<file path="config.mk">
export PLATFORM = sky130hd
export DESIGN_NAME = ddr_multibank_timing
export DESIGN_NICKNAME = d
export VERILOG_FILES = /design/src/rtl/ddr_timing_pkg.sv /design/src/rtl/ddr_bank_fsm.sv /design/src/rtl/ddr_multibank_timing.sv
export SDC_FILE = /design/constraint.sdc
export NUM_CORES = 1
export LEC_CHECK = 0
export BUFFER_PORTS_ARGS = -buffer_cell sky130_fd_sc_hd__clkbuf_2
export CORE_MARGIN = 3
export CORE_UTILIZATION = 40
export CTS_CLUSTER_DIAMETER = 50
export DETAILED_ROUTE_END_ITERATION = 16
export PLACE_DENSITY_LB_ADDON = 0.2
export SLEW_MARGIN = 10
export SYNTH_ARGS = -nofsm -noshare
export SYNTH_HDL_FRONTEND = slang
export SYNTH_SLANG_ARGS = --single-unit
</file>
<file path="constraint.sdc">
create_clock -name clk -period 7.04 [get_ports clk]
set_input_delay 0 -clock clk [delete_from_list [all_inputs] [get_ports clk]]
set_output_delay 0 -clock clk [all_outputs]
set_load 0.03 [all_outputs]
</file>
<file path="src/rtl/ddr_timing_pkg.sv">
// Shared encodings for the multi-bank DDR timing tracker: command codes, bank state codes
// and a saturating counter helper used by the optional DDR_CMD_STATS_EN statistics.
package ddr_timing_pkg;

  localparam int STATE_W = 3;

  localparam logic [3:0] CMD_NOP = 4'd0;
  localparam logic [3:0] CMD_ACT = 4'd1;
  localparam logic [3:0] CMD_RD  = 4'd2;
  localparam logic [3:0] CMD_RDA = 4'd3;
  localparam logic [3:0] CMD_WR  = 4'd4;
  localparam logic [3:0] CMD_WRA = 4'd5;
  localparam logic [3:0] CMD_PR  = 4'd6;
  localparam logic [3:0] CMD_PRA = 4'd7;
  localparam logic [3:0] CMD_REF = 4'd8;

  typedef enum logic [STATE_W-1:0] {
    ST_IDLE        = 3'd0,
    ST_ACTIVATING  = 3'd1,
    ST_ACTIVE      = 3'd2,
    ST_READING     = 3'd3,
    ST_WRITING     = 3'd4,
    ST_PRECHARGING = 3'd5,
    ST_REFRESHING  = 3'd6
  } bank_state_t;

  function automatic logic [31:0] sat_inc(input logic [31:0] v);
    return (v == 32'hFFFF_FFFF) ? v : v + 32'd1;
  endfunction

endpackage

</file>
<file path="src/rtl/ddr_bank_fsm.sv">
// One DDR bank: state machine plus down-counter that holds each timed state for exactly
// its programmed number of unhalted cycles. Strobes arrive already checked for legality.
module ddr_bank_fsm
  import ddr_timing_pkg::*;
#(
  parameter int TW = 8
) (
  input  logic          clk,
  input  logic          rst,
  input  logic          halt,
  input  logic          go_act,
  input  logic          go_rd,
  input  logic          go_wr,
  input  logic          go_ap,
  input  logic          go_pr,
  input  logic          go_ref,
  input  logic [TW-1:0] t_rcd,
  input  logic [TW-1:0] t_rp,
  input  logic [TW-1:0] t_cl,
  input  logic [TW-1:0] t_bl,
  input  logic [TW-1:0] t_wr,
  input  logic [TW-1:0] t_rfc,
  output bank_state_t   state,
  output logic          in_data_window
);

  // One extra bit so that T_CL+T_BL and T_BL+T_WR cannot overflow
  localparam int CW = TW + 1;
  localparam logic [CW-1:0] ONE = CW'(1);

  bank_state_t   state_r, state_s;
  logic [CW-1:0] cnt_r, cnt_s;
  logic          ap_r, ap_s;
  logic          cnt_zero_s;

  assign cnt_zero_s = (cnt_r == {CW{1'b0}});

  // State, counter and auto-precharge flag registers
  always_ff @(posedge clk or posedge rst) begin
    if (rst) begin
      state_r <= ST_IDLE;
      cnt_r   <= {CW{1'b0}};
      ap_r    <= 1'b0;
    end else begin
      state_r <= state_s;
      cnt_r   <= cnt_s;
      ap_r    <= ap_s;
    end
  end

  // Next-state and counter reload/decrement; everything holds while halted
  always_comb begin
    state_s = state_r;
    cnt_s   = cnt_r;
    ap_s    = ap_r;
    if (halt) begin
      state_s = state_r;
    end else begin
      case (state_r)
        ST_IDLE: begin
          if (go_act) begin
            state_s = ST_ACTIVATING;
            cnt_s   = {1'b0, t_rcd} - ONE;
          end else if (go_ref) begin
            state_s = ST_REFRESHING;
            cnt_s   = {1'b0, t_rfc} - ONE;
          end else begin
            state_s = ST_IDLE;
          end
        end
        ST_ACTIVATING: begin
          if (cnt_zero_s) begin
            state_s = ST_ACTIVE;
          end else begin
            cnt_s = cnt_r - ONE;
          end
        end
        ST_ACTIVE: begin
          if (go_rd) begin
            state_s = ST_READING;
            cnt_s   = {1'b0, t_cl} + {1'b0, t_bl} - ONE;
            ap_s    = go_ap;
          end else if (go_wr) begin
            state_s = ST_WRITING;
            cnt_s   = {1'b0, t_bl} + {1'b0, t_wr} - ONE;
            ap_s    = go_ap;
          end else if (go_pr) begin
            state_s = ST_PRECHARGING;
            cnt_s   = {1'b0, t_rp} - ONE;
          end else begin
            state_s = ST_ACTIVE;
          end
        end
        ST_READING, ST_WRITING: begin
          if (cnt_zero_s) begin
            ap_s = 1'b0;
            if (ap_r) begin
              state_s = ST_PRECHARGING;
              cnt_s   = {1'b0, t_rp} - ONE;
            end else begin
              state_s = ST_ACTIVE;
            end
          end else begin
            cnt_s = cnt_r - ONE;
          end
        end
        ST_PRECHARGING, ST_REFRESHING: begin
          if (cnt_zero_s) begin
            state_s = ST_IDLE;
          end else begin
            cnt_s = cnt_r - ONE;
          end
        end
        default: begin
          state_s = ST_IDLE;
          cnt_s   = {CW{1'b0}};
          ap_s    = 1'b0;
        end
      endcase
    end
  end

  assign state          = state_r;
  assign in_data_window = (state_r == ST_READING) && (cnt_r < {1'b0, t_bl});

endmodule

</file>
<file path="src/rtl/ddr_multibank_timing.sv">
// NBANKS-bank DDR timing tracker: command decode, global legality, read-data flag and error pulse.
// Optional per-class command counters are built when DDR_CMD_STATS_EN is defined.
module ddr_multibank_timing
  import ddr_timing_pkg::*;
#(
  parameter int NBANKS = 4,
  parameter int BA_W   = $clog2(NBANKS),
  parameter int TW     = 8,
  parameter int T_RCD  = 3,
  parameter int T_RP   = 3,
  parameter int T_CL   = 4,
  parameter int T_BL   = 4,
  parameter int T_WR   = 2,
  parameter int T_RFC  = 8
) (
  input  logic                        clk,
  input  logic                        rst,
  input  logic                        halt,
  input  logic                        cmd_valid,
  input  logic [3:0]                  cmd,
  input  logic [BA_W-1:0]             cmd_bank,
  output logic                        cmd_ready,
  output logic                        cmd_err,
  output logic                        rd_valid,
  output logic [BA_W-1:0]             rd_bank,
  output logic [STATE_W*NBANKS-1:0]   bank_state,
  output logic [NBANKS-1:0]           bank_open
`ifdef DDR_CMD_STATS_EN
  ,
  output logic [31:0]                 stat_act,
  output logic [31:0]                 stat_rd,
  output logic [31:0]                 stat_wr,
  output logic [31:0]                 stat_pr,
  output logic [31:0]                 stat_ref,
  output logic [31:0]                 stat_err
`endif
);

  bank_state_t       st_s [NBANKS];
  bank_state_t       tgt_s;
  logic [NBANKS-1:0] win_s, go_act_s, go_rd_s, go_wr_s, go_pr_s, go_ref_s;
  logic              go_ap_s, acc_s, legal_s, do_s;
  logic              bus_busy_s, pra_block_s, all_idle_s;
  logic [BA_W-1:0]   win_bank_s;

  assign cmd_ready = ~halt;
  assign acc_s     = cmd_valid & ~halt;
  assign do_s      = acc_s & legal_s;
  assign tgt_s     = st_s[cmd_bank];
  assign go_ap_s   = (cmd == CMD_RDA) | (cmd == CMD_WRA);

  // Bank-wide status; at most one bank can be in its data window, so OR-ing indices is exact
  always_comb begin
    bus_busy_s  = 1'b0;
    pra_block_s = 1'b0;
    all_idle_s  = 1'b1;
    win_bank_s  = {BA_W{1'b0}};
    for (int b = 0; b < NBANKS; b++) begin
      bus_busy_s  = bus_busy_s | (st_s[b] == ST_READING) | (st_s[b] == ST_WRITING);
      pra_block_s = pra_block_s | (st_s[b] == ST_ACTIVATING) | (st_s[b] == ST_READING)
                    | (st_s[b] == ST_WRITING);
      all_idle_s  = all_idle_s & (st_s[b] == ST_IDLE);
      win_bank_s  = win_bank_s | (win_s[b] ? BA_W'(b) : {BA_W{1'b0}});
    end
  end

  // Legality judged on the pre-edge bank states
  always_comb begin
    legal_s = 1'b0;
    case (cmd)
      CMD_NOP:                          legal_s = 1'b1;
      CMD_ACT:                          legal_s = (tgt_s == ST_IDLE);
      CMD_RD, CMD_RDA, CMD_WR, CMD_WRA: legal_s = (tgt_s == ST_ACTIVE) & ~bus_busy_s;
      CMD_PR:                           legal_s = (tgt_s == ST_ACTIVE) | (tgt_s == ST_IDLE);
      CMD_PRA:                          legal_s = ~pra_block_s;
      CMD_REF:                          legal_s = all_idle_s;
      default:                          legal_s = 1'b0;
    endcase
  end

  // Per-bank strobes; PRA and REF fan out to every bank, which ignores them when not applicable
  always_comb begin
    go_act_s = {NBANKS{1'b0}};
    go_rd_s  = {NBANKS{1'b0}};
    go_wr_s  = {NBANKS{1'b0}};
    go_pr_s  = {NBANKS{1'b0}};
    go_ref_s = {NBANKS{1'b0}};
    for (int b = 0; b < NBANKS; b++) begin
      go_act_s[b] = do_s & (cmd == CMD_ACT) & (cmd_bank == BA_W'(b));
      go_rd_s[b]  = do_s & ((cmd == CMD_RD) | (cmd == CMD_RDA)) & (cmd_bank == BA_W'(b));
      go_wr_s[b]  = do_s & ((cmd == CMD_WR) | (cmd == CMD_WRA)) & (cmd_bank == BA_W'(b));
      go_pr_s[b]  = do_s & (((cmd == CMD_PR) & (cmd_bank == BA_W'(b))) | (cmd == CMD_PRA));
      go_ref_s[b] = do_s & (cmd == CMD_REF);
    end
  end

  for (genvar g = 0; g < NBANKS; g++) begin : g_bank
    ddr_bank_fsm #(.TW(TW)) u_bank (
      .clk            (clk),
      .rst            (rst),
      .halt           (halt),
      .go_act         (go_act_s[g]),
      .go_rd          (go_rd_s[g]),
      .go_wr          (go_wr_s[g]),
      .go_ap          (go_ap_s),
      .go_pr          (go_pr_s[g]),
      .go_ref         (go_ref_s[g]),
      .t_rcd          (TW'(T_RCD)),
      .t_rp           (TW'(T_RP)),
      .t_cl           (TW'(T_CL)),
      .t_bl           (TW'(T_BL)),
      .t_wr           (TW'(T_WR)),
      .t_rfc          (TW'(T_RFC)),
      .state          (st_s[g]),
      .in_data_window (win_s[g])
    );
    assign bank_state[g*STATE_W +: STATE_W] = st_s[g];
    assign bank_open[g] = (st_s[g] == ST_ACTIVE) | (st_s[g] == ST_READING)
                          | (st_s[g] == ST_WRITING);
  end

  // Registered error pulse and read-data flag
  always_ff @(posedge clk or posedge rst) begin
    if (rst) begin
      cmd_err  <= 1'b0;
      rd_valid <= 1'b0;
      rd_bank  <= {BA_W{1'b0}};
    end else begin
      cmd_err <= acc_s & ~legal_s;
      if (!halt) begin
        rd_valid <= |win_s;
        rd_bank  <= win_bank_s;
      end
    end
  end

`ifdef DDR_CMD_STATS_EN
  // Saturating command statistics
  always_ff @(posedge clk or posedge rst) begin
    if (rst) begin
      stat_act <= 32'd0;
      stat_rd  <= 32'd0;
      stat_wr  <= 32'd0;
      stat_pr  <= 32'd0;
      stat_ref <= 32'd0;
      stat_err <= 32'd0;
    end else begin
      if (acc_s & ~legal_s) stat_err <= sat_inc(stat_err);
      if (do_s) begin
        case (cmd)
          CMD_ACT:          stat_act <= sat_inc(stat_act);
          CMD_RD, CMD_RDA:  stat_rd  <= sat_inc(stat_rd);
          CMD_WR, CMD_WRA:  stat_wr  <= sat_inc(stat_wr);
          CMD_PR, CMD_PRA:  stat_pr  <= sat_inc(stat_pr);
          CMD_REF:          stat_ref <= sat_inc(stat_ref);
          default:          stat_err <= stat_err;
        endcase
      end
    end
  end
`endif

endmodule

</file>
Word-level counts from Yosys, hierarchy flattened
Index checks and enable logic that the tools add are counted.
W data, S select, Z words.

storage, ports and cells
  flip-flop bits (word level) = 56
  bits of input ports = 10
  output and inout port bits = 21
  logic and storage cells = 306

operators by class
  $add $sub $neg = 4
  magnitude comparators = 5
  equality and inequality tests = 68
  mux-type cells = 93
  bitwise gates (word level) = 76
  reduce and logical (&&, ||, !) cells = 45

operator list
  cell                   count
  $mux W9                29
  $pmux W9 S4            4
  $mux W3                35
  $pmux W3 S5            4
  $eq A3 B3 Y1 const B   12
  $logic_not A9 Y1       4
  $lt A9 B3 Y1 const B   4
  $sub A9 B1 Y9 const B  4
  $or A1 B1 Y1           34
  $reduce_and A4 Y1      8
  $and A1 B1 Y1          31
  $eq A3 B2 Y1 const B   9
  $ne A2 B1 Y1 const B   12
  $ne A3 B1 Y1 const B   8
  $reduce_or A4 Y1       6
  $reduce_and A5 Y1      4
  $eq A4 B3 Y1 const B   4
  $ne A4 B1 Y1 const B   4
  $reduce_or A2 Y1       8
  $logic_not A3 Y1       5
  $mux W1                13
  $eq A3 B1 Y1 const B   4
  $ne A3 B2 Y1 const B   4
  $pmux W1 S3            4
  18 further kinds       37

Longest topological paths before layout
Gate-level depths: netlist of run 1.

  depth in word-level cells = 20
  depth in mapped cells = 10
  mapped depth without buffers = 9

By module
A second synthesis of run 1 with hierarchy kept.

second synthesis, totals
  cells, all modules = 1694
  area, all modules = 12399.4 um^2

modules (own cells, without submodules)
  module                                times used  cells each  area an instance (um^2)  sequential area each (um^2)
  ddr_bank_fsm at g_bank[1].u_bank ...  2           389         2836.5                   325.3
  ddr_bank_fsm at g_bank[3].u_bank      1           402         2967.8                   325.3
  ddr_bank_fsm at g_bank[0].u_bank      1           402         2951.6                   325.3
  ddr_multibank_timing                  1           112         807.0                    100.1

Worst setup path before layout of run 1
OpenSTA, ideal clock, no wires.

  path kind = reg-to-reg
  start = register g_bank[3].u_bank.state_r[1]
  end = register g_bank[1].u_bank.cnt_r[0]
  setup time = 0.127 ns
  data arrival time = 2.683 ns
  required time = 6.913 ns
  path slack = 4.230 ns
  cell stages (with the launch flop) = 10
  buffers on the path = 2
  clock period less this slack = 2.810 ns
  cells stage by stage = dfrtp_1 clkbuf_1 mux4_2 or2_1 o31a_4 a21o_4 a311oi_2 and2_1 buf_4 mux2_1

on the way
  longest elaborated chain between the ends = 12
  elaborated cells on any way between the ends = 36
  classes of those cells = eq/ne (6); mux (8); bitwise (19); reduce/logical (3)

RTL lines
  what                                                                       line                                                    source
  start: declaration                                                         ddr_bank_fsm.sv:31                                      bank_state_t state_r, state_s;
  start signal: assignment                                                   ddr_bank_fsm.sv:45                                      state_r <= state_s;
  $bmux W3 S2, or another cell as far along                                  ddr_multibank_timing.sv:49                              assign tgt_s = st_s[cmd_bank];
  $mux W3 (implied by the code), or another cell as far along (2 in series)  ddr_multibank_timing.sv:49
  $eq A3 B2 Y1, or another cell as far along                                 ddr_multibank_timing.sv:73, ddr_multibank_timing.sv:74
  $or A1 B1 Y1, or another cell as far along                                 ddr_multibank_timing.sv:74                              CMD_PR: legal_s = (tgt_s == ST_ACTIVE) | (tgt_s == ST_IDLE);
  $pmux W1 S6 (*)                                                            ddr_multibank_timing.sv:70                              case (cmd)
  $and A1 B1 Y1 (*)                                                          ddr_multibank_timing.sv:48                              assign do_s = acc_s & legal_s;
  $and A1 B1 Y1 (2 in series)                                                ddr_multibank_timing.sv:91                              go_wr_s[b] = do_s & ((cmd == CMD_WR) | (cmd == CMD_WRA)) & (cmd_bank == BA_W'(b));
  $mux W9                                                                    ddr_bank_fsm.sv:83                                      end else if (go_wr) begin
  $mux W9                                                                    ddr_bank_fsm.sv:79                                      if (go_rd) begin
  $pmux W9 S4                                                                ddr_bank_fsm.sv:59                                      case (state_r)
  end signal: assignment                                                     ddr_bank_fsm.sv:42                                      cnt_r <= {CW{1'b0}};
  end signal: assignment                                                     ddr_bank_fsm.sv:46                                      cnt_r <= cnt_s;
  end: declaration                                                           ddr_bank_fsm.sv:32                                      logic [CW-1:0] cnt_r, cnt_s;

Mark *: on every way between the ends. The rest lies on a longest branch, timed or not. The select of a mux whose other input is x is not followed.
A chain may end at the register's enable or synchronous reset.

Worst setup path after layout of run 1
  start = register g_bank[2].u_bank.state_r[1]
  end = register g_bank[3].u_bank.cnt_r[5]

on the way
  longest elaborated chain between the ends = 15
  elaborated cells on any way between the ends = 42
  classes of those cells = eq/ne (6); mux (8); bitwise (25); reduce/logical (3)

RTL lines
  what                         line                        source
  start: declaration           ddr_bank_fsm.sv:31
  start signal: assignment     ddr_bank_fsm.sv:45
  $eq A3 B1 Y1                 ddr_multibank_timing.sv:60  pra_block_s = pra_block_s | (st_s[b] == ST_ACTIVATING) | (st_s[b] == ST_READING)
  $or A1 B1 Y1 (2 in series)   ddr_multibank_timing.sv:60
  $or A1 B1 Y1                 ddr_multibank_timing.sv:61  | (st_s[b] == ST_WRITING);
  $or A1 B1 Y1 (2 in series)   ddr_multibank_timing.sv:60
  $or A1 B1 Y1                 ddr_multibank_timing.sv:61
  $not A1 Y1                   ddr_multibank_timing.sv:75  CMD_PRA: legal_s = ~pra_block_s;
  $pmux W1 S6 (*)              ddr_multibank_timing.sv:70
  $and A1 B1 Y1 (*)            ddr_multibank_timing.sv:48
  $and A1 B1 Y1 (2 in series)  ddr_multibank_timing.sv:91
  $mux W9                      ddr_bank_fsm.sv:83
  $mux W9                      ddr_bank_fsm.sv:79
  $pmux W9 S4                  ddr_bank_fsm.sv:59
  end signal: assignment       ddr_bank_fsm.sv:42
  end signal: assignment       ddr_bank_fsm.sv:46
  end: declaration             ddr_bank_fsm.sv:32

Marks and branches as above.

==> results of run 1 <==
[layout by cell type (no fill, tap or decap), types with 6 or more instances in the layout]
| cell | synthesis | layout |
|---|---|---|
| a211oi_1 | 9 | 9 |
| a21boi_0 | 12 | 12 |
| a21oi_1 | 47 | 47 |
| a22o_1 | 7 | 7 |
| a2bb2oi_1 | 8 | 8 |
| a31oi_1 | 13 | 13 |
| clkbuf_2 | 1 | 30 |
| dfrtp_1 | 56 | 56 |
| inv_1 | 28 | 27 |
| nand2_1 | 64 | 64 |
| nand2b_1 | 12 | 12 |
| nand3_1 | 12 | 12 |
| nor2_1 | 42 | 42 |
| nor2b_1 | 7 | 7 |
| nor3_1 | 20 | 20 |
| nor3b_1 | 6 | 6 |
| nor4_1 | 11 | 11 |
| o211ai_1 | 11 | 11 |
| o21a_1 | 7 | 7 |
| o21ai_0 | 57 | 57 |
| o2bb2ai_1 | 7 | 7 |
| or2_2 | 9 | 9 |
| or3_1 | 13 | 13 |
[final timing paths]
check,start,endpoint,slack (ns),cells past startpoint
min reg2reg,g_bank[3].u_bank.cnt_r[4]$_DFFE_PP0P_,g_bank[3].u_bank.cnt_r[4]$_DFFE_PP0P_,0.51,1
max,g_bank[2].u_bank.state[1]$_DFFE_PP0P_,g_bank[3].u_bank.cnt_r[5]$_DFFE_PP0P_,3.34,7
max reg2reg,g_bank[2].u_bank.state[1]$_DFFE_PP0P_,g_bank[3].u_bank.cnt_r[5]$_DFFE_PP0P_,3.34,7
min,cmd[0],g_bank[2].u_bank.ap_r$_DFFE_PP0P_,0.14,2
min in group asynchronous,rst,rd_valid$_DFFE_PP0N_,0.42,4
max in group asynchronous,rst,g_bank[0].u_bank.ap_r$_DFFE_PP0P_,6.13,4
[layer usage]
layer	part of all wire [%]	vias to the layer above
met3	6.8	35
met4	2.6	0
met1	43	2330
met5	0	-
li1	-	2310
met2	47	221
[registers in the layout, summed over array words and instances (netlist names)]
signal / cells
g_bank.u_bank.ap_r: 4
rd_valid: 1
g_bank.u_bank.state: 12
rd_bank: 2
cmd_err: 1
g_bank.u_bank.cnt_r: 36
[stage by stage]
stage | setup slack, ns | cells | area [um^2] | power, mW
after global placement | 3.71 | 745 | 4970 | 1.71
final | 3.34 | 754 | 5140 | 2.04
after floorplan | 4.23 | 608 | 4800 | 1.47
after global routing | 3.01 | 754 | 5140 | 2.22
after CTS | 3.41 | 754 | 5140 | 2.04
after detailed placement | 3.46 | 745 | 4970 | 1.74
[final cells by class]
| class | count | area, um^2 | area share [%] |
|---|---|---|---|
| multi-input cells | 485 | 3110 | 60.5 |
| flip-flops and latches | 56 | 1400 | 27.2 |
| well taps | 143 | 179 | 3.48 |
| repair buffers | 33 | 175 | 3.40 |
| clock buffers | 5 | 125 | 2.43 |
| inverters | 29 | 109 | 2.12 |
| clock inverters | 3 | 42.5 | 0.827 |
[power groups by stage]
stage	combinational (mW)	clock, mW	sequential (mW)
6_report	1.09	0.296	0.651
5_1_grt	1.22	0.317	0.681
4_1_cts	1.09	0.307	0.646
3_5_place_dp	1.08	0	0.651
3_3_place_gp	1.07	0	0.641
2_1_floorplan	0.883	0	0.583
[cell families (layout without fill, tap and decap cells)]
| family | after synthesis | count (layout) | synth area share, % |
|---|---|---|---|
| buf+inv | 67 | 70 | 5.94 |
| simple gates | 224 | 224 | 23.8 |
| flops | 56 | 56 | 29.2 |
| fa+ha+maj | 4 | 4 | 1.04 |
| mux | 10 | 10 | 2.71 |
| xor+xnor | 3 | 3 | 0.548 |
| compound gates | 244 | 244 | 36.7 |
[timing repair]
action / in CTS / in global routing
endpoints found under the hold margin: 56 / 0
buffers inserted: 0 / 0
hold buffers: 1 / 0
gates resized for setup: 0 / 0
==> impl_metrics.toml, run 1 <==
[floorplanning]
placementRows = 39
die_x_um = 116
ios = 31
chipHeight_um = 116
dieArea_um2 = 13300
initial_core_util_pct = 41.5
core-area_um2 = 11600

[worst_setup_path]
cp.arrival_ns = 3.90
critPathBufInv = 1
cp-start-kind = "flop"
worstSetupPathType = "flop to flop"
worst_path_max_delay_cell = "a31oi_1"
max_stage_delay_ns = 0.81
path_common_cell = "o21ai_0"
path_delay_family = "compound AO/OA/AOI/OAI gates"
required_ns = 7.24
crit_chain = "clkinv_1 > a2111oi_0 > o21ai_0 > o21a_1 > a31oi_1 > o21ai_0 > a22o_1"
endpoint_kind = "flop"
crit_fanout = 18

[route]
drc_errors = 0
ant_nets = 0
dr.pass1.iters = 5
drt_wl_total_um = 14500
via_per_inst = 6.49
vias = 4896
wl_per_cell_um = 19.2
dr.first_iter.drc_count = 570

[yosys]
ys_ff_latch = 56
netlist_area_um2 = 4800
ys_top_cells_by_area = "dfrtp_1 29%, o21ai_0 5.9%, nand2_1 5.0%"
syn_inst = 608
yosysTopAreaCell = "dfrtp_1"
syn_avg_cell_area_um2 = 7.89
synth_top_flop_cell = "dfrtp_1"
synthesis.nets = 622
synth_top_cells_by_count = "64 x nand2_1, 57 x o21ai_0, 56 x dfrtp_1"
synth_most_common_cell = "nand2_1"
ys_types = 81
synth-edff-count = 0
seq_area_frac_synth_pct = 29.2
synthArstFlopShare_pct = 100
synth_top_area_share_pct = 29.2
yosysWarnings = 0

[global_route]
grtUsageMet2_pct = 35.4
grt_pass1_vias = 4528
antenna_found_initial = 0
grt-ovfl-total = 0
use_met3_pct = 3.55
grt.met1_usage_pct = 30.7
grt_first_pass_wirelength_um = 23700
grt_max_degree = 57
grt_usage_pct = 22.3
grt_busiest_layer = "met2"

[power]
peakVddDrop_uv = 168
p_int_mw = 1.02
switching_power_mw = 1.02
clock_power_share_pct = 14.5
netSwitchingFraction_pct = 50.0
leakagePower_nw = 2.01
p_comb_share_pct = 53.6
power_density_nw_per_um2 = 396
seqPwrFrac_pct = 31.9

[cells_and_area]
drive_gt1_share_pct = 11.8
final_nets = 624
diodes = 0
nFillCells = 1148
synthToLayoutAreaGrowth_pct = 7.19
final_util_pct = 44.5

[placement]
gp_congestion = 0.951
dp_hpwl_um = 10400
port_buffers = 30

[clock_tree]
cts_buffer_depth = 2
numCtsBuffers = 5
cts_sinks = 56
cts_root_buf = "clkbuf_16"
htree_levels = 2
cts.reportedPaths.clkPinSlew_ns = 0.08
clock_latency_ns = 0.32
cts_tree = "done"

[job]
maxCapViolCount = 0

[timing]
fin_setup_tns_ns = 0
final.setup_skew_ns = 0.0117
relSlewSlack_pct = 42.9
drv_slew = 0
finalCritPeriodShare_pct = 52.5
hold_viol = 0
setup_violations = 0
worstMarginPinSlew_ns = 0.853
finalCriticalPeriod_ns = 3.70
hold_ws_ns = 0.140
rsz0062_at_grt = "no"
clock.fmax_mhz = 270

[run_status]
outcome = "finished, final reports clean"

[worst_hold_path]
worstHoldPathType = "input port to flop"
(Power assumes the default switching activity.)
==> run 2, diff against run 1 <==
clock period = 3.3 ns   (was 7.04 ns; I/O delays follow)
==> impl_metrics.toml, run 2 (synthesis gave the netlist of run 1 again) <==
[worst_setup_path]
crit_fanout = 18
critPathBufInv = 0
max_stage_delay_ns = 0.55
worstSetupPathType = "flop to flop"
path_delay_family = "simple AND/OR/NAND/NOR gates"
endpoint_kind = "flop"
required_ns = 3.49
worst_path_max_delay_cell = "or4_1"
cp.arrival_ns = 3.31
crit_chain = "or4_1 > o41ai_1 > nand3_1 > o21a_1 > a311oi_2 > and2_1 > mux2_1"
cp-start-kind = "flop"

[clock_tree]
cts_sinks = 56
numCtsBuffers = 5
htree_levels = 2
cts_root_buf = "clkbuf_16"
cts_tree = "done"
cts_buffer_depth = 2
clock_latency_ns = 0.31
cts.reportedPaths.clkPinSlew_ns = 0.07

[floorplanning]
chipHeight_um = 116
dieArea_um2 = 13300
ios = 31
initial_core_util_pct = 41.5
placementRows = 39
die_x_um = 116
core-area_um2 = 11600

[route]
wl_per_cell_um = 19.6
ant_nets = 0
dr.first_iter.drc_count = 444
drt_wl_total_um = 15300
vias = 4941
drc_errors = 0
dr.pass1.iters = 6
via_per_inst = 6.35

[power]
peakVddDrop_uv = 347
finalPower_mw = 4.41
leakagePower_nw = 2.12
power_density_nw_per_um2 = 832

[cells_and_area]
largest_register = "g_bank.u_bank.cnt_r"
mostFrequentLayoutCells = "64 x nand2_1, 57 x o21ai_0, 55 x dfrtp_1"
drive_gt1_share_pct = 15.1
fin_area_um2 = 5300
final_nets = 649
largest_register_ffs = 36
final_util_pct = 45.8
final_common_cell = "nand2_1"
synthToLayoutAreaGrowth_pct = 10.4
diodes = 0

[placement]
port_buffers = 30
dp_hpwl_um = 11300
gp_congestion = 0.970
post_dp_cell_area_um2 = 5150

[global_route]
grt_usage_pct = 23.3
grt-ovfl-total = 0
antenna_found_initial = 0
grt_pass1_vias = 4709
grt_max_degree = 30
grt_first_pass_wirelength_um = 24800

[timing]
final.setup_skew_ns = 0.00380
rsz0062_at_grt = "no"
drv_slew = 0
finalCriticalPeriod_ns = 3.12
clock.fmax_mhz = 321
worstMarginPinSlew_ns = 0.758
relSlewSlack_pct = 49.1
fin_setup_tns_ns = 0
setup_violations = 0
finalCritPeriodShare_pct = 94.5
hold_viol = 0
hold_ws_ns = 0.158

[job]
maxCapViolCount = 0

[run_status]
outcome = "finished, final reports clean"

[worst_hold_path]
worstHoldPathType = "input port to flop"
-- run 2: changes by cell type in the layout (fill, tap and decap cells not counted) --
| cell | change |
|---|---|
| clkbuf_1 | +1 |
| bufinv_16 | -1 |
| buf_4 | +25 |
| dfrtp_1 | -1 |
| clkinvlp_4 | -1 |
| dfrtp_2 | +1 |
-- run 2: final timing paths --
| kind | from | to | slack (ns) | cells past startpoint |
|---|---|---|---|---|
| min in group asynchronous | rst | g_bank[1].u_bank.state[2]$_DFFE_PP0P_ | 0.33 | 3 |
| worst min register to register | g_bank[3].u_bank.cnt_r[4]$_DFFE_PP0P_ | g_bank[3].u_bank.cnt_r[4]$_DFFE_PP0P_ | 0.51 | 1 |
| worst max-delay path | g_bank[2].u_bank.state[2]$_DFFE_PP0P_ | g_bank[1].u_bank.cnt_r[0]$_DFFE_PP0P_ | 0.18 | 7 |
| worst max register to register | g_bank[2].u_bank.state[2]$_DFFE_PP0P_ | g_bank[1].u_bank.cnt_r[0]$_DFFE_PP0P_ | 0.18 | 7 |
| worst min-delay path | cmd[0] | g_bank[2].u_bank.ap_r$_DFFE_PP0P_ | 0.16 | 2 |
| max in group asynchronous | rst | g_bank[2].u_bank.state[2]$_DFFE_PP0P_ | 2.11 | 4 |
-- run 2: metal layers --
layer / wire [um] / up-vias / track usage [%]
met5: 0 / - / 0
met4: 499 / 0 / 9.15
met3: 817 / 34 / 4.02
met2: 6970 / 184 / 37.1
met1: 6970 / 2376 / 31.6
li1: - / 2347 / -
-- run 2: power by group --
part,internal [mW],switching [mW]
clock,0.278,0.264
combinational,1.01,1.59
sequential,0.924,0.345
-- run 2: timing repair --
action | in CTS | in global routing
buffers inserted | 0 | 0
hold buffers | 1 | 0
endpoints found under the setup margin | 0 | 1
resized for setup | 0 | 1
hold endpoints to repair | 28 | 0
-- run 2: layout make-up --
cell class	instances	area (um^2)
clock buffer	6	129
clock inverter	1	5.00
fill	1139	6260
inverter	29	109
multi-input combinational	485	3110
sequential	56	1400
tap	143	179
timing repair buffer	58	363
-- run 2: per-stage QoR --
stage	cells	setup slack (ns)
after floorplan	608	0.490
after global placement	770	0.215
after detailed placement	770	0.154
after CTS	778	0.137
after global routing	778	0.0820
final	778	0.183
==> run 3, diff against run 2 <==
CORE_ASPECT_RATIO = 1.5   (was default)
CORE_MARGIN = default   (was 3)
==> impl_metrics.toml, run 3 (synthesis gave the netlist of run 1 again) <==
[global_route]
grt_first_pass_wirelength_um = 25300
grt_pass1_vias = 4851
grt-ovfl-total = 0
grt_usage_pct = 25.8
grt_max_degree = 39
antenna_found_initial = 0

[worst_setup_path]
path_delay_family = "simple AND/OR/NAND/NOR gates"
crit_chain = "or3b_2 > nand4b_1 > or2_2 > o21a_1 > a311oi_2 > and2_1 > buf_4 > a22o_1"
endpoint_kind = "flop"
required_ns = 3.49
max_stage_delay_ns = 0.62
worstSetupPathType = "flop to flop"
cp-start-kind = "flop"
critPathBufInv = 1
worst_path_max_delay_cell = "o21a_1"
cp.arrival_ns = 3.22
crit_fanout = 13

[floorplanning]
initial_core_util_pct = 41.4
chipHeight_um = 136
core-area_um2 = 11600
dieArea_um2 = 12500
die_x_um = 91.4
ios = 31
placementRows = 48

[clock_tree]
clock_latency_ns = 0.30
numCtsBuffers = 5
cts_buffer_depth = 2
htree_levels = 2
cts_root_buf = "clkbuf_16"
cts_tree = "done"
cts_sinks = 56
cts.reportedPaths.clkPinSlew_ns = 0.08

[cells_and_area]
fin_area_um2 = 5370
multi_input_area_um2 = 3110
nFillCells = 1172
largest_register_ffs = 36
final_common_cell = "nand2_1"
synthToLayoutAreaGrowth_pct = 11.9
largest_register = "g_bank.u_bank.cnt_r"
drive_gt1_share_pct = 15.5
mostFrequentLayoutCells = "64 x nand2_1, 57 x o21ai_0, 56 x dfrtp_1"
seqCellArea_um2 = 1400
final_nets = 651
diodes = 0

[route]
ant_nets = 0
dr.first_iter.drc_count = 484
wl_per_cell_um = 19.9
via_per_inst = 6.41
vias = 5052
drc_errors = 0
dr.pass1.iters = 5
drt_wl_total_um = 15700

[timing]
worstMarginPinSlew_ns = 0.848
hold_viol = 0
clock.fmax_mhz = 330
final.setup_skew_ns = 0.00718
relSlewSlack_pct = 43.4
fin_setup_tns_ns = 0
setup_violations = 0
finalCriticalPeriod_ns = 3.03
finalCritPeriodShare_pct = 91.8
rsz0062_at_grt = "no"
drv_slew = 0

[power]
power_density_nw_per_um2 = 856
peakVddDrop_uv = 406
leakagePower_nw = 2.16

[worst_hold_path]
worstHoldPathType = "input port to flop"

[run_status]
outcome = "finished, final reports clean"

[placement]
gp_congestion = 1.05
dp_hpwl_um = 11600
post_dp_cell_area_um2 = 5180
port_buffers = 30

[job]
maxCapViolCount = 0
==> run 3: cell types whose count changed in the layout (fill, tap and decap cells not counted), sizes merged <==
| cell | before | now |
|---|---|---|
| buf | 27 | 29 |
| bufinv | 0 | 1 |
| clkbuf | 36 | 37 |
| clkinv | 2 | 1 |
==> run 3: per-stage QoR <==
stage / setup slack (ns) / hold WS (ns) / instances / utilization [%] / power, mW
2_1_floorplan: 0.490 / 0.281 / 608 / - / 3.13
6_report: 0.270 / 0.146 / 788 / 46.3 / 4.60
4_1_cts: 0.335 / 0.121 / 788 / 46.3 / 4.58
3_5_place_dp: 0.337 / 0.214 / 779 / 44.7 / 3.89
3_3_place_gp: 0.403 / 0.218 / 779 / 44.7 / 3.84
5_1_grt: 0.151 / 0.153 / 788 / 46.3 / 4.95
==> run 3: tightest hold or removal path, cell delays in order <==
cell      delay (ns)
clkbuf_2        0.09
buf_4           0.21
o31ai_1         0.10
==> run 3: power breakdown <==
part / switching [mW] / total [mW] / internal, mW
logic: 1.61 / 2.65 / 1.04
registers: 0.352 / 1.27 / 0.922
clock network: 0.269 / 0.670 / 0.401
total: 2.24 / 4.60 / 2.36
==> run 3: final cells by class <==
class                           count  share of cell area [%]
Multi-Input combinational cell    485                    58.0
Clock inverter                      1                   0.559
Tap cell                          150                    3.49
Inverter                           29                    2.03
Clock buffer                        7                    2.84
Sequential cell                    56                    26.1
Timing Repair Buffer               60                    7.03
==> run 3: what timing repair did <==
action | CTS | global route
setup endpoints to repair | 0 | 0
setup buffers | 0 | 0
resized for setup | 0 | 0
hold endpoints to repair | 37 | 0
hold buffers | 1 | 0
==> run 3: routing by layer <==
metal | share of wire, % | vias to the layer above | wire (um) | track usage, %
li1 | - | 2374 | - | -
met3 | 4.2 | 46 | 654 | 3.69
met4 | 4.2 | 0 | 664 | 12.6
met2 | 51 | 174 | 7980 | 46.1
met5 | 0 | - | 0 | 0
met1 | 41 | 2458 | 6410 | 30.2
==> run 3: worst paths after layout <==
| path | start | to | slack [ns] | depth (start not counted) |
|---|---|---|---|---|
| hold reg to reg | g_bank[3].u_bank.cnt_r[4]$_DFFE_PP0P_ | g_bank[3].u_bank.cnt_r[4]$_DFFE_PP0P_ | 0.51 | 1 |
| setup reg to reg | g_bank[2].u_bank.state[2]$_DFFE_PP0P_ | g_bank[1].u_bank.cnt_r[2]$_DFFE_PP0P_ | 0.27 | 8 |
| hold / removal | cmd[3] | g_bank[1].u_bank.state[0]$_DFFE_PP0P_ | 0.15 | 3 |
| max in group asynchronous | rst | g_bank[0].u_bank.cnt_r[1]$_DFFE_PP0P_ | 2.09 | 4 |
| setup / recovery | g_bank[2].u_bank.state[2]$_DFFE_PP0P_ | g_bank[1].u_bank.cnt_r[2]$_DFFE_PP0P_ | 0.27 | 8 |
| min in group asynchronous | rst | g_bank[2].u_bank.cnt_r[4]$_DFFE_PP0P_ | 0.40 | 3 |
